$ cat src/rtl/div32u16_seq.sv
// div32u16_seq
// Sequential restoring divider. It divides a 2W-bit unsigned dividend by a
// W-bit unsigned divisor and resolves one quotient bit per RUN cycle, MSB first.
// A zero divisor and a quotient that cannot fit in W bits are reported in
// one cycle through the dbz and ovf flags. In both cases Q and R read as all ones.
//
// Ports
//   clk        : clock. All state changes on the rising edge.
//   rst        : synchronous active-high reset. It aborts any operation in flight.
//   A          : 2W-bit unsigned dividend.
//   B          : W-bit unsigned divisor.
//   in_valid   : A and B are present.
//   in_ready   : the block accepts operands. High only in IDLE.
//   out_valid  : Q, R, dbz and ovf are valid. High only in DONE.
//   out_ready  : the consumer takes the result.
//   Q, R       : quotient and remainder.
//   dbz, ovf   : divide-by-zero and quotient-overflow flags.
//
// Configuration macro DIV_APPROX_EN
//   Defined   : RUN lasts W/4 cycles. Only the top W/4 quotient bits are
//               produced. The lower bits of Q and all of R read as zero.
//   Undefined : exact divider. RUN lasts W cycles.
module div32u16_seq #(
    parameter int W = 16
) (
    input  logic             clk,
    input  logic             rst,
    input  logic [2*W-1:0]   A,
    input  logic [W-1:0]     B,
    input  logic             in_valid,
    output logic             in_ready,
    output logic             out_valid,
    input  logic             out_ready,
    output logic [W-1:0]     Q,
    output logic [W-1:0]     R,
    output logic             dbz,
    output logic             ovf
);

`ifdef DIV_APPROX_EN
    localparam int ITER = W / 4;
    localparam int QB   = W / 4;
`else
    localparam int ITER = W;
`endif
    localparam int CW = $clog2(W + 1);

    typedef enum logic [1:0] {IDLE, RUN, DONE} state_t;

    state_t          state_q, state_d;
    logic [CW-1:0]   cnt_q, cnt_d;
    logic [W:0]      rem_q, rem_d;   // partial remainder, one guard bit
    logic [W-1:0]    dvd_q, dvd_d;   // low dividend bits out, quotient bits in
    logic [W-1:0]    div_q, div_d;
    logic [W-1:0]    q_q, q_d;
    logic [W-1:0]    r_q, r_d;
    logic            dbz_q, dbz_d;
    logic            ovf_q, ovf_d;

    logic [W+1:0]    trial;
    logic            take;
    logic [W:0]      step_rem;
    logic [W-1:0]    step_dvd;

    // One restoring step: shift the next dividend bit into the remainder and
    // subtract the divisor if it fits. The quotient bit is the "fits" result.
    always_comb begin
        trial    = {rem_q, dvd_q[W-1]};
        take     = (trial >= {2'b00, div_q});
        step_rem = take ? (W+1)'(trial - {2'b00, div_q}) : (W+1)'(trial);
        step_dvd = {dvd_q[W-2:0], take};
    end

    always_comb begin
        state_d = state_q;
        cnt_d   = cnt_q;
        rem_d   = rem_q;
        dvd_d   = dvd_q;
        div_d   = div_q;
        q_d     = q_q;
        r_d     = r_q;
        dbz_d   = dbz_q;
        ovf_d   = ovf_q;

        unique case (state_q)
            IDLE: begin
                if (in_valid) begin
                    if (B == '0) begin
                        state_d = DONE;
                        dbz_d   = 1'b1;
                        ovf_d   = 1'b0;
                        q_d     = '1;
                        r_d     = '1;
                    end else if (A[2*W-1:W] >= B) begin
                        state_d = DONE;
                        dbz_d   = 1'b0;
                        ovf_d   = 1'b1;
                        q_d     = '1;
                        r_d     = '1;
                    end else begin
                        // The high half is already below B, so it is the
                        // starting partial remainder.
                        state_d = RUN;
                        dbz_d   = 1'b0;
                        ovf_d   = 1'b0;
                        rem_d   = {1'b0, A[2*W-1:W]};
                        dvd_d   = A[W-1:0];
                        div_d   = B;
                        cnt_d   = '0;
                    end
                end
            end
            RUN: begin
                rem_d = step_rem;
                dvd_d = step_dvd;
                cnt_d = cnt_q + CW'(1);
                if (cnt_q == CW'(ITER - 1)) begin
                    state_d = DONE;
`ifdef DIV_APPROX_EN
                    q_d = {dvd_q[QB-2:0], take, {(W-QB){1'b0}}};
                    r_d = '0;
`else
                    q_d = step_dvd;
                    r_d = step_rem[W-1:0];
`endif
                end
            end
            DONE: begin
                if (out_ready) state_d = IDLE;
            end
            default: state_d = IDLE;
        endcase
    end

    always_ff @(posedge clk) begin
        if (rst) begin
            state_q <= IDLE;
            cnt_q   <= '0;
            rem_q   <= '0;
            dvd_q   <= '0;
            div_q   <= '0;
            q_q     <= '0;
            r_q     <= '0;
            dbz_q   <= 1'b0;
            ovf_q   <= 1'b0;
        end else begin
            state_q <= state_d;
            cnt_q   <= cnt_d;
            rem_q   <= rem_d;
            dvd_q   <= dvd_d;
            div_q   <= div_d;
            q_q     <= q_d;
            r_q     <= r_d;
            dbz_q   <= dbz_d;
            ovf_q   <= ovf_d;
        end
    end

    assign in_ready  = (state_q == IDLE);
    assign out_valid = (state_q == DONE);
    assign Q         = q_q;
    assign R         = r_q;
    assign dbz       = dbz_q;
    assign ovf       = ovf_q;

endmodule

$ cat config.mk
export PLATFORM = sky130hd
export DESIGN_NAME = div32u16_seq
export DESIGN_NICKNAME = d
export VERILOG_FILES = /design/src/rtl/div32u16_seq.sv
export SDC_FILE = /design/constraint.sdc
export NUM_CORES = 1
export LEC_CHECK = 0
export ABC_AREA = 1
export BUFFER_PORTS_ARGS = -buffer_cell sky130_fd_sc_hd__buf_2
export CORE_ASPECT_RATIO = 0.9
export CORE_UTILIZATION = 50
export CTS_CLUSTER_DIAMETER = 100
export DETAILED_ROUTE_END_ITERATION = 16
export GPL_TIMING_DRIVEN = 0
export PLACE_DENSITY_LB_ADDON = 0.08
export SYNTH_ARGS = -nofsm -noshare
export SYNTH_HDL_FRONTEND = slang
export SYNTH_SLANG_ARGS = --single-unit
$ cat constraint.sdc
create_clock -name clk -period 1.8 [get_ports clk]
set_input_delay 0.09 -clock clk [delete_from_list [all_inputs] [get_ports clk]]
set_output_delay 0.09 -clock clk [all_outputs]
set_load 0.01 [all_outputs]
==> key figures, run 1 <==
Outcome
  – Run status: finished, violations left
  – Failing checks: negative setup slack

Run
  – # Max-Cap Violations: 0

GRT
  – Vias in the first global route: ~5,700
  – Largest net degree at the start of global routing: 15
  – GRT Total Usage: 30.85%
  – Remaining Overflow, GRT: 0
  – Initial antenna violation count: 0
  – First-pass GRT wire length: 28.46 mm

Routing
  – DRT antenna net count: 0
  – DRC Markers: 0
  – Total number of vias: ~6,300
  – Routed wire length: between 15 and 20 mm
  – Via density per instance: roughly 5.3
  – DRT iter0 DRCs: roughly 530
  – Total iterations of the first detailed-routing run: 5
  – Routed WL per cell: approximately 16 um

Synthesis
  – Synthesized instance count: 900
  – Cell area after synthesis: between 5000 and 6000 sq um
  – Post-Syn Nets: between 900 and 1,000
  – Post-synth EDFFs: 0
  – Simple-gate portion of the synthesized area: about a third
  – Seq cells post-synth: 90
  – Post-synthesis xor/xnor area fraction: around 1.2%
  – Post-synth ARST share: 0%
  – Sequential share of the synthesized area: around 31%
  – Adder-cell share of the synthesized area: under 10%
  – Post-synthesis compound-gate area fraction: a little over an eighth
  – Most used DFF post-synth: dfxtp_1
  – Post-Syn Area per Cell: around 6.5 sq um
  – Synth warn: 0
  – Main combinational cell family by area after synthesis: simple AND/OR/NAND/NOR gates
  – Post-synthesis mux area share: 0%
  – Unique cell type count in the Yosys netlist: 40

Finish
  – N_diodes: 0
  – Commonest cells after routing, fill and taps aside: nand2_1, inv_1, buf_2, nor2_1, dfxtp_1
  – Fillers: roughly 990
  – Commonest non-fill, non-tap cell in the layout: nand2_1
  – Share of cells above drive strength 1: about a third
  – Multi-input logic area: 3983 sq um
  – P&R area growth vs syn: 36.66%
  – Fin nets: 1,128
  – Sequential cell area: between 1500 and 2000 sq um

Clock network
  – Post-CTS Hold Fix Bufs: 0
  – Clk slew on worst S/H paths: approximately 0.060 ns
  – CTS tree: built
  – Clock root buffer: clkbuf_16
  – Clock sinks: 90
  – CTS H-tree depth: 3
  – CTS Buf Count: 9
  – CTS Buffer Depth: 2
  – Clock Latency Late Sink: ~0.35 ns

Place
  – Detailed placement HPWL: roughly 13 mm
  – PortBufs: 86
  – Routability Congestion: slightly below 0.9

Worst setup path
  – Crit path DAT: 2.34 ns
  – CP endpoint kind: register
  – Slowest-stage cell, CP: dfxtp_2
  – FF-to-FF setup slack: -0.29 ns
  – Crit Path Max Fanout: 5
  – CP startpoint kind: register
  – Cells along the critical path: ha_4, nand2_2, nand2_2, nand2_2, nand2_1, nand2_2, nand3_2, nand2_4, nand2_8, buf_12, nand2_2, nand3_4, nor2_2, nor2_1
  – Crit-path most repeated cell: nand2_2
  – CP bufs+invs: 1
  – Worst EP required: 2.04 ns
  – Kind of cell adding the most delay to the critical path: simple AND/OR/NAND/NOR gates
  – CP Class: reg2reg
  – Max incr delay on CP: 0.40 ns

STA
  – Setup ws final: -0.2928 ns
  – Slew Limit Fails: 0
  – Final Critical Period: ~2.1 ns
  – Slew HR: roughly 52%
  – Tcrit/Tclk final: 116.3%
  – Achievable Freq: roughly 480 MHz
  – Layout Skew: just under 0.006 ns
  – Setup TNS: -7.643 ns
  – Final Hold Vio Count: 0
  – Unrepaired setup endpoints after global routing: yes
  – Slew @ Worst Pin: just over 0.7 ns
  – Final setup violation count: 35

Floorplan
  – IO Pins: 88
  – Initial core utilization: 51.25%
  – Chip width: 116.1 um
  – Die H: 104.7 um
  – Core ar.: roughly 11,000 sq um
  – Full die area: approximately 12,000 sq um
  – Num rows: 37

Power
  – Part of the power in combinational logic: between 50% and 60%
  – Peak supply drop: roughly 0.73 mV
  – Pwr Density: roughly 1400 nW/um^2
  – Total Power: around 11 mW
  – Switch share: 43.45%
  – Switch Pwr: around 4.7 mW
  – Sequential share of power: approximately 25%
  – Cell Int Power: approximately 6.1 mW
  – Leak: approximately 3.9 nW
  – Clock share of power: between 10% and 20%

Worst hold path
  – Worst min-delay path category: in2reg
-- power by group through the flow --
stage                     Clock (mW)  Combinational, mW  Sequential, mW
after floorplan                    0               3.05            2.67
after global placement             0               4.14            2.64
after detailed placement           0               4.16            2.64
after CTS                       2.05               5.16            2.64
after global routing            2.14               6.62            2.70
final                           2.04               6.16            2.66
-- cell type report --
cell class / instances / share of cell area, %
Clock buffer: 11 / 2.906
Timing Repair Buffer: 129 / 10.33
Sequential cell: 90 / 22.86
Tap cell: 156 / 2.437
Multi-Input combinational cell: 614 / 49.73
Inverter: 158 / 7.436
Clock inverter: 4 / 0.9686
Buffer: 39 / 3.343
-- metrics by stage --
step / hold slack (ns) / instances / setup WS (ns) / area [sq um] / util, %
finish: 0.02168 / 1201 / -0.2928 / 8009 / 70.04
global route: 0.04324 / 1201 / -0.3586 / 8009 / 70.04
CTS: 0.01903 / 1187 / -0.1771 / 7538 / 65.93
detailed placement: 0.3790 / 1142 / -0.3765 / 6509 / 56.92
global placement: 0.3699 / 1142 / -0.3632 / 6509 / 56.92
floorplan: 0.2652 / 900 / 0.003634 / 5883 / -
-- what timing repair did --
action,CTS,global route
pin swaps,32,28
gates resized for setup,107,103
gates cloned,3,2
hold endpoints to repair,0,0
endpoints found under the setup margin,70,81
buffers inserted,27,12
-- registers in the layout, indices dropped and copies added, names as in the netlist --
| register | flops |
|---|---|
| ovf | 1 |
| div_q | 16 |
| dvd_q | 16 |
| R | 16 |
| cnt_q | 5 |
| rem_q | 17 |
| Q | 16 |
| dbz | 1 |
| state_q | 2 |
-- final timing paths --
check	to	start	cells after the start
worst max-delay path	R[6]	rem_q[2]	14
worst min-delay path	div_q[10]	B[10]	3
worst max register to register	R[6]	rem_q[2]	14
worst min register to register	Q[12]	Q[12]	2
-- cell usage after synthesis, types with 2 or more instances --
library cell  count  area, sq um
a21oi_1          69        345.3
a21oi_2           6        52.55
and2_1            2        12.51
buf_1             2        7.510
buf_2            15        75.07
buf_6             3        33.78
clkbuf_1         16        60.06
dfxtp_1          90         1802
ha_1             34        425.4
inv_1           152        570.6
inv_2             6        22.52
nand2_1         189        709.4
nand2_2          11        68.82
nand3_1          62        310.3
nand3_2          12        120.1
nand3b_1          2        15.01
nand4_1          11        68.82
nor2_1          101        379.1
nor2_2            2        12.51
nor2_4            3        33.78
nor3_1            3        15.01
o21a_1           15        112.6
o21ai_0          51        255.2
o21ai_1           4        20.02
or2_1             2        12.51
or2_2            17        106.4
xor2_1            7        61.31
-- worst register-to-register path: cells and delay by family (launching register included) --
kind                       cells  cell delay, ns
and+or+nand+nor               12            1.18
buffers and inverters          1            0.16
DFF                            1            0.40
adders and majority gates      1            0.25
-- logic make-up after synthesis --
kind of cell	after synthesis
xor+xnor	8
flops	90
fa+ha+maj	35
compound gates	147
buf+inv	197
simple gates	423
-- routing by layer --
layer | track usage (%) | wire [um] | share of wire (%)
met5 | 0 | 0 | 0
met1 | 41.93 | 8510 | 44
met3 | 7.425 | 1427 | 7.4
met4 | 13.10 | 782 | 4.0
met2 | 46.13 | 8597 | 45
(Power assumes the default switching activity.)
==> run 2, diff against run 1 <==
--- a/config.mk
+++ b/config.mk
@@ -13,6 +13,7 @@
 export DETAILED_ROUTE_END_ITERATION = 16
 export GPL_TIMING_DRIVEN = 0
 export PLACE_DENSITY_LB_ADDON = 0.08
+export RECOVER_POWER = 25
 export SYNTH_ARGS = -nofsm -noshare
 export SYNTH_HDL_FRONTEND = slang
 export SYNTH_SLANG_ARGS = --single-unit
==> key figures, run 2 (same netlist as run 1, synthesis figures left out) <==
STA
  – Final Hold Slack: between 0.02 and 0.025 ns
  – Final Critical Period: around 2.1 ns
  – Setup TNS: -7.505 ns
  – Layout Skew: around 0.0058 ns
  – Final Hold Vio Count: 0
  – Achievable Freq: 479.2 MHz
  – Tcrit/Tclk final: 115.9%
  – Setup ws final: -0.2868 ns
  – Slew HR: 52.32%
  – Unrepaired setup endpoints after global routing: yes
  – Slew Limit Fails: 0
  – Final setup violation count: 35
  – Slew @ Worst Pin: a little over 0.7 ns

Place
  – PortBufs: 86
  – Routability Congestion: between 0.8 and 0.9
  – Detailed placement HPWL: about 13 mm
  – Post-placement setup slack: -0.3765 ns
  – Placed Cells: about 1,100

Finish
  – Commonest non-fill, non-tap cell in the layout: nand2_1
  – Fillers: between 900 and 1,000
  – Largest Register: rem_q
  – Max reg flops: 17
  – Share of cells above drive strength 1: between 30% and 40%
  – Cell Count, Final, Fillers Out: roughly 1,200
  – Commonest cells after routing, fill and taps aside: nand2_1, inv_1, nor2_1, buf_2, dfxtp_1
  – N_diodes: 0
  – P&R area growth vs syn: 36.21%
  – Fin nets: ~1,100

Routing
  – Metal3 WL: ~1.4 mm
  – Routed met2 length: about 8.5 mm
  – Metal-1 WL: about 8.5 mm
  – Total number of vias: about 6,300
  – Routed WL per cell: ~16 um
  – Top sig layer: met4
  – DRC Markers: 0
  – Via density per instance: ~5.2
  – Routed wire length: around 19 mm
  – Total iterations of the first detailed-routing run: 6
  – DRT iter0 DRCs: approximately 480
  – DRT antenna net count: 0

Power
  – Pwr Density: roughly 1400 nW/um^2
  – Peak supply drop: around 0.73 mV
  – Total Power: 10.83 mW
  – Leak: about 3.8 nW

Floorplan
  – Initial core utilization: 51.25%
  – Chip width: 116.1 um
  – Core ar.: approximately 11,000 sq um
  – Num rows: 37
  – Die H: around 100 um
  – Full die area: 12,160 sq um
  – IO Pins: 88

Clock network
  – CTS Buf Count: 9
  – CTS Buffer Depth: 2
  – CTS tree: built
  – Clock sinks: 90
  – Post-CTS Hold Fix Bufs: 0
  – Clock root buffer: clkbuf_16
  – Clk slew on worst S/H paths: 0.06 ns
  – Clock Latency Late Sink: 0.35 ns
  – CTS H-tree depth: 3

Worst setup path
  – Crit path DAT: around 2.3 ns
  – CP endpoint kind: register
  – Crit. Startpoint: div_q[3]
  – Worst EP required: approximately 2.0 ns
  – CP startpoint kind: register
  – Crit Path Max Fanout: 5
  – Reg-to-Reg Start: div_q[3]
  – RR Endpoint: R[6]
  – Worst setup endpoint: R[6]
  – CP Class: reg2reg
  – FF-to-FF setup slack: -0.29 ns
  – Reg2Reg Depth: 15

Outcome
  – Run status: finished, violations left
  – Failing checks: negative setup slack

GRT
  – Vias in the first global route: between 5,000 and 6,000
  – First-pass GRT wire length: 28.46 mm
  – GRT Total Usage: 30.85%
  – Initial antenna violation count: 0
  – Remaining Overflow, GRT: 0
  – Largest net degree at the start of global routing: 15

Run
  – # Max-Cap Violations: 0

Worst hold path
  – Worst min-delay path category: in2reg
run 2: cell count changes in the layout (fill, tap and decap cells not counted), sizes merged:
cell    previous run  this run
clkbuf            32        53
buf              146       125
run 2: through the flow:
step	utilization [%]	cell area, sq um
finish	69.81	7983
global route	69.81	7983
detailed placement	56.92	6509
CTS	65.93	7538
global placement	56.92	6509
floorplan	-	5883
run 2: worst min path at each step:
stage	startpoint	endpoint	cells after the start
floorplan	B[10]	div_q[10]	2
global placement	B[10]	div_q[10]	3
detailed placement	B[10]	div_q[10]	3
CTS	B[10]	div_q[10]	3
global route	B[2]	div_q[2]	3
finish	B[10]	div_q[10]	3
run 2: critical path, cell delays in order, from the launching register on:
cell,delay (ns)
dfxtp_1,0.32
inv_2,0.05
ha_4,0.27
nand2_2,0.12
nand2_2,0.08
nand2_2,0.09
nand2_1,0.07
nand2_2,0.09
nand3_2,0.11
nand2_4,0.16
nand2_8,0.10
buf_12,0.15
nand2_2,0.09
nand3_4,0.10
nor2_2,0.12
nor2_1,0.05
run 2: area by class of cell:
type / count / area, sq um / share of cell area (%)
buffer: 39 / 267.8 / 3.354
clock buffer: 11 / 232.7 / 2.915
clock inverter: 4 / 77.57 / 0.9718
inverter: 158 / 595.6 / 7.461
multi-input combinational: 614 / 3983 / 49.89
sequential: 90 / 1831 / 22.93
tap: 156 / 195.2 / 2.445
timing repair buffer: 129 / 800.8 / 10.03
run 2: where the power goes:
part	internal [mW]	switching (mW)
combinational	2.50	3.63
sequential	2.40	0.271
clock	1.22	0.816
run 2: what timing repair did:
| item | in CTS | in global routing |
|---|---|---|
| setup endpoints to repair | 70 | 81 |
| setup buffers | 27 | 12 |
| hold endpoints to repair | 0 | 0 |
| pin swaps | 32 | 28 |
| resized for setup | 107 | 103 |
| cloned | 3 | 2 |
run 2: metal layers:
layer	GRT usage, %	up-vias
li1	-	3100
met1	41.93	2867
met2	46.13	259
met3	7.425	60
met4	13.10	0
met5	0	-
==> run 3, diff against run 2 <==
--- a/config.mk
+++ b/config.mk
@@ -14,6 +14,7 @@
 export GPL_TIMING_DRIVEN = 0
 export PLACE_DENSITY_LB_ADDON = 0.08
 export RECOVER_POWER = 25
+export SKIP_CTS_REPAIR_TIMING = 1
 export SYNTH_ARGS = -nofsm -noshare
 export SYNTH_HDL_FRONTEND = slang
 export SYNTH_SLANG_ARGS = --single-unit
==> key figures, run 3 (same netlist as run 1, synthesis figures left out) <==
Finish
  – Multi-input logic area: a little under 4000 sq um
  – Fillers: roughly 1,000
  – Commonest non-fill, non-tap cell in the layout: nand2_1
  – Fin nets: about 1,100
  – Largest Register: rem_q
  – Sequential cell area: approximately 1800 sq um
  – Cell Count, Final, Fillers Out: around 1,200
  – Final instance area: around 7800 sq um
  – Max reg flops: 17
  – Commonest cells after routing, fill and taps aside: nand2_1, inv_1, nor2_1, dfxtp_1, buf_2
  – N_diodes: 0
  – P&R area growth vs syn: 33.58%
  – Final Core Density: around 68%
  – Share of cells above drive strength 1: a little under a third

GRT
  – Initial antenna violation count: 0
  – GRT Total Usage: between 20% and 30%
  – Remaining Overflow, GRT: 0
  – First-pass GRT wire length: roughly 27 mm
  – Vias in the first global route: around 5,200
  – Largest net degree at the start of global routing: 15

Floorplan
  – Die H: around 100 um
  – Num rows: 37
  – IO Pins: 88
  – Chip width: approximately 120 um
  – Full die area: 12,160 sq um
  – Initial core utilization: between 50% and 60%
  – Core ar.: approximately 11,000 sq um

STA
  – Setup ws final: -0.2806 ns
  – Slew HR: a little over half
  – Slew @ Worst Pin: slightly above 0.7 ns
  – Final Critical Period: around 2.1 ns
  – Achievable Freq: 480.6 MHz
  – Unrepaired setup endpoints after global routing: yes
  – Layout Skew: 0.005463 ns
  – Setup TNS: -7.564 ns
  – Slew Limit Fails: 0
  – Final Hold Slack: approximately 0.019 ns
  – Final Hold Vio Count: 0
  – Tcrit/Tclk final: 115.6%
  – Final setup violation count: 35

Worst setup path
  – FF-to-FF setup slack: -0.28 ns
  – Crit Path Max Fanout: 6
  – CP startpoint kind: register
  – CP bufs+invs: 3
  – Reg2Reg Depth: 13
  – Kind of cell adding the most delay to the critical path: simple AND/OR/NAND/NOR gates
  – Crit path DAT: 2.33 ns
  – Cells along the critical path: inv_2, ha_4, inv_4, fa_2, nand3_2, nand3_2, nand2_4, nand2_8, buf_12, nand2_2, nand3_4, nor2_2, nor2_1
  – Worst EP required: approximately 2 ns
  – Crit-path most repeated cell: nand3_2
  – Max incr delay on CP: roughly 0.4 ns
  – CP endpoint kind: register
  – RR Endpoint: R[4]
  – Slowest-stage cell, CP: fa_2
  – Reg-to-Reg Start: dvd_q[15]
  – CP Class: reg2reg

Routing
  – Via density per instance: around 5.3
  – Total iterations of the first detailed-routing run: 6
  – Routed WL per cell: ~16 um
  – Top sig layer: met4
  – DRC Markers: 0
  – DRT antenna net count: 0
  – Metal-1 WL: about 8.5 mm
  – Routed met2 length: 8.211 mm
  – Total number of vias: 6,234
  – DRT iter0 DRCs: around 470
  – Metal3 WL: 1.424 mm
  – Routed wire length: between 15 and 20 mm

Clock network
  – Clock Latency Late Sink: 0.35 ns
  – Clk slew on worst S/H paths: roughly 0.070 ns
  – Clock sinks: 90
  – CTS H-tree depth: 3
  – CTS Buf Count: 9
  – Clock root buffer: clkbuf_16
  – CTS Buffer Depth: 2
  – CTS tree: built

Place
  – Placed Cells: 1,142
  – Detailed placement HPWL: roughly 13 mm
  – Placed Instance Area: 6509 sq um
  – PortBufs: 86
  – Post-placement setup slack: -0.3765 ns
  – Routability Congestion: roughly 0.88

Worst hold path
  – Hold path startpoint: B[10]
  – Hold EP: div_q[10]
  – Worst min-delay path category: in2reg
  – Hold Path Depth: 3

Outcome
  – Failing checks: negative setup slack
  – Run status: finished, violations left

Power
  – Pwr Density: roughly 1300 nW/um^2
  – Peak supply drop: between 0.6 and 0.7 mV
  – Leak: 3.730 nW
  – Total Power: between 10 and 15 mW

Run
  – # Max-Cap Violations: 0
-- run 3: per-layer routing --
metal,track usage (%),up-vias
met3,5.800,54
li1,-,3075
met5,0,-
met2,41.88,276
met4,9.158,0
met1,42.02,2829
-- run 3: layout make-up --
| cell class | instances | area share, % |
|---|---|---|
| Buffer | 39 | 3.436 |
| Clock buffer | 11 | 2.973 |
| Clock inverter | 4 | 0.9909 |
| Inverter | 158 | 7.607 |
| Multi-Input combinational cell | 614 | 50.54 |
| Sequential cell | 90 | 23.29 |
| Tap cell | 156 | 2.493 |
| Timing Repair Buffer | 112 | 8.678 |
-- run 3: tightest hold or removal path: stages --
cell	delay [ns]
buf_2	0.09
o21ai_1	0.06
a21oi_1	0.10
-- run 3: how the worst max path moves through the flow --
stage,start,to,slack [ns],cells past startpoint
floorplan,dvd_q[15],R[4],0.004,13
global placement,rem_q[9],R[14],-0.36,11
detailed placement,B[15],div_q[14],-0.38,10
CTS,rem_q[9],R[14],-0.36,11
global route,dvd_q[15],rem_q[12],-0.34,12
finish,dvd_q[15],R[4],-0.28,13
-- run 3: where the power goes --
group	internal [mW]	switching (mW)	total (mW)
clock network	1.22	0.823	2.04
logic	2.32	3.52	5.84
registers	2.39	0.270	2.66
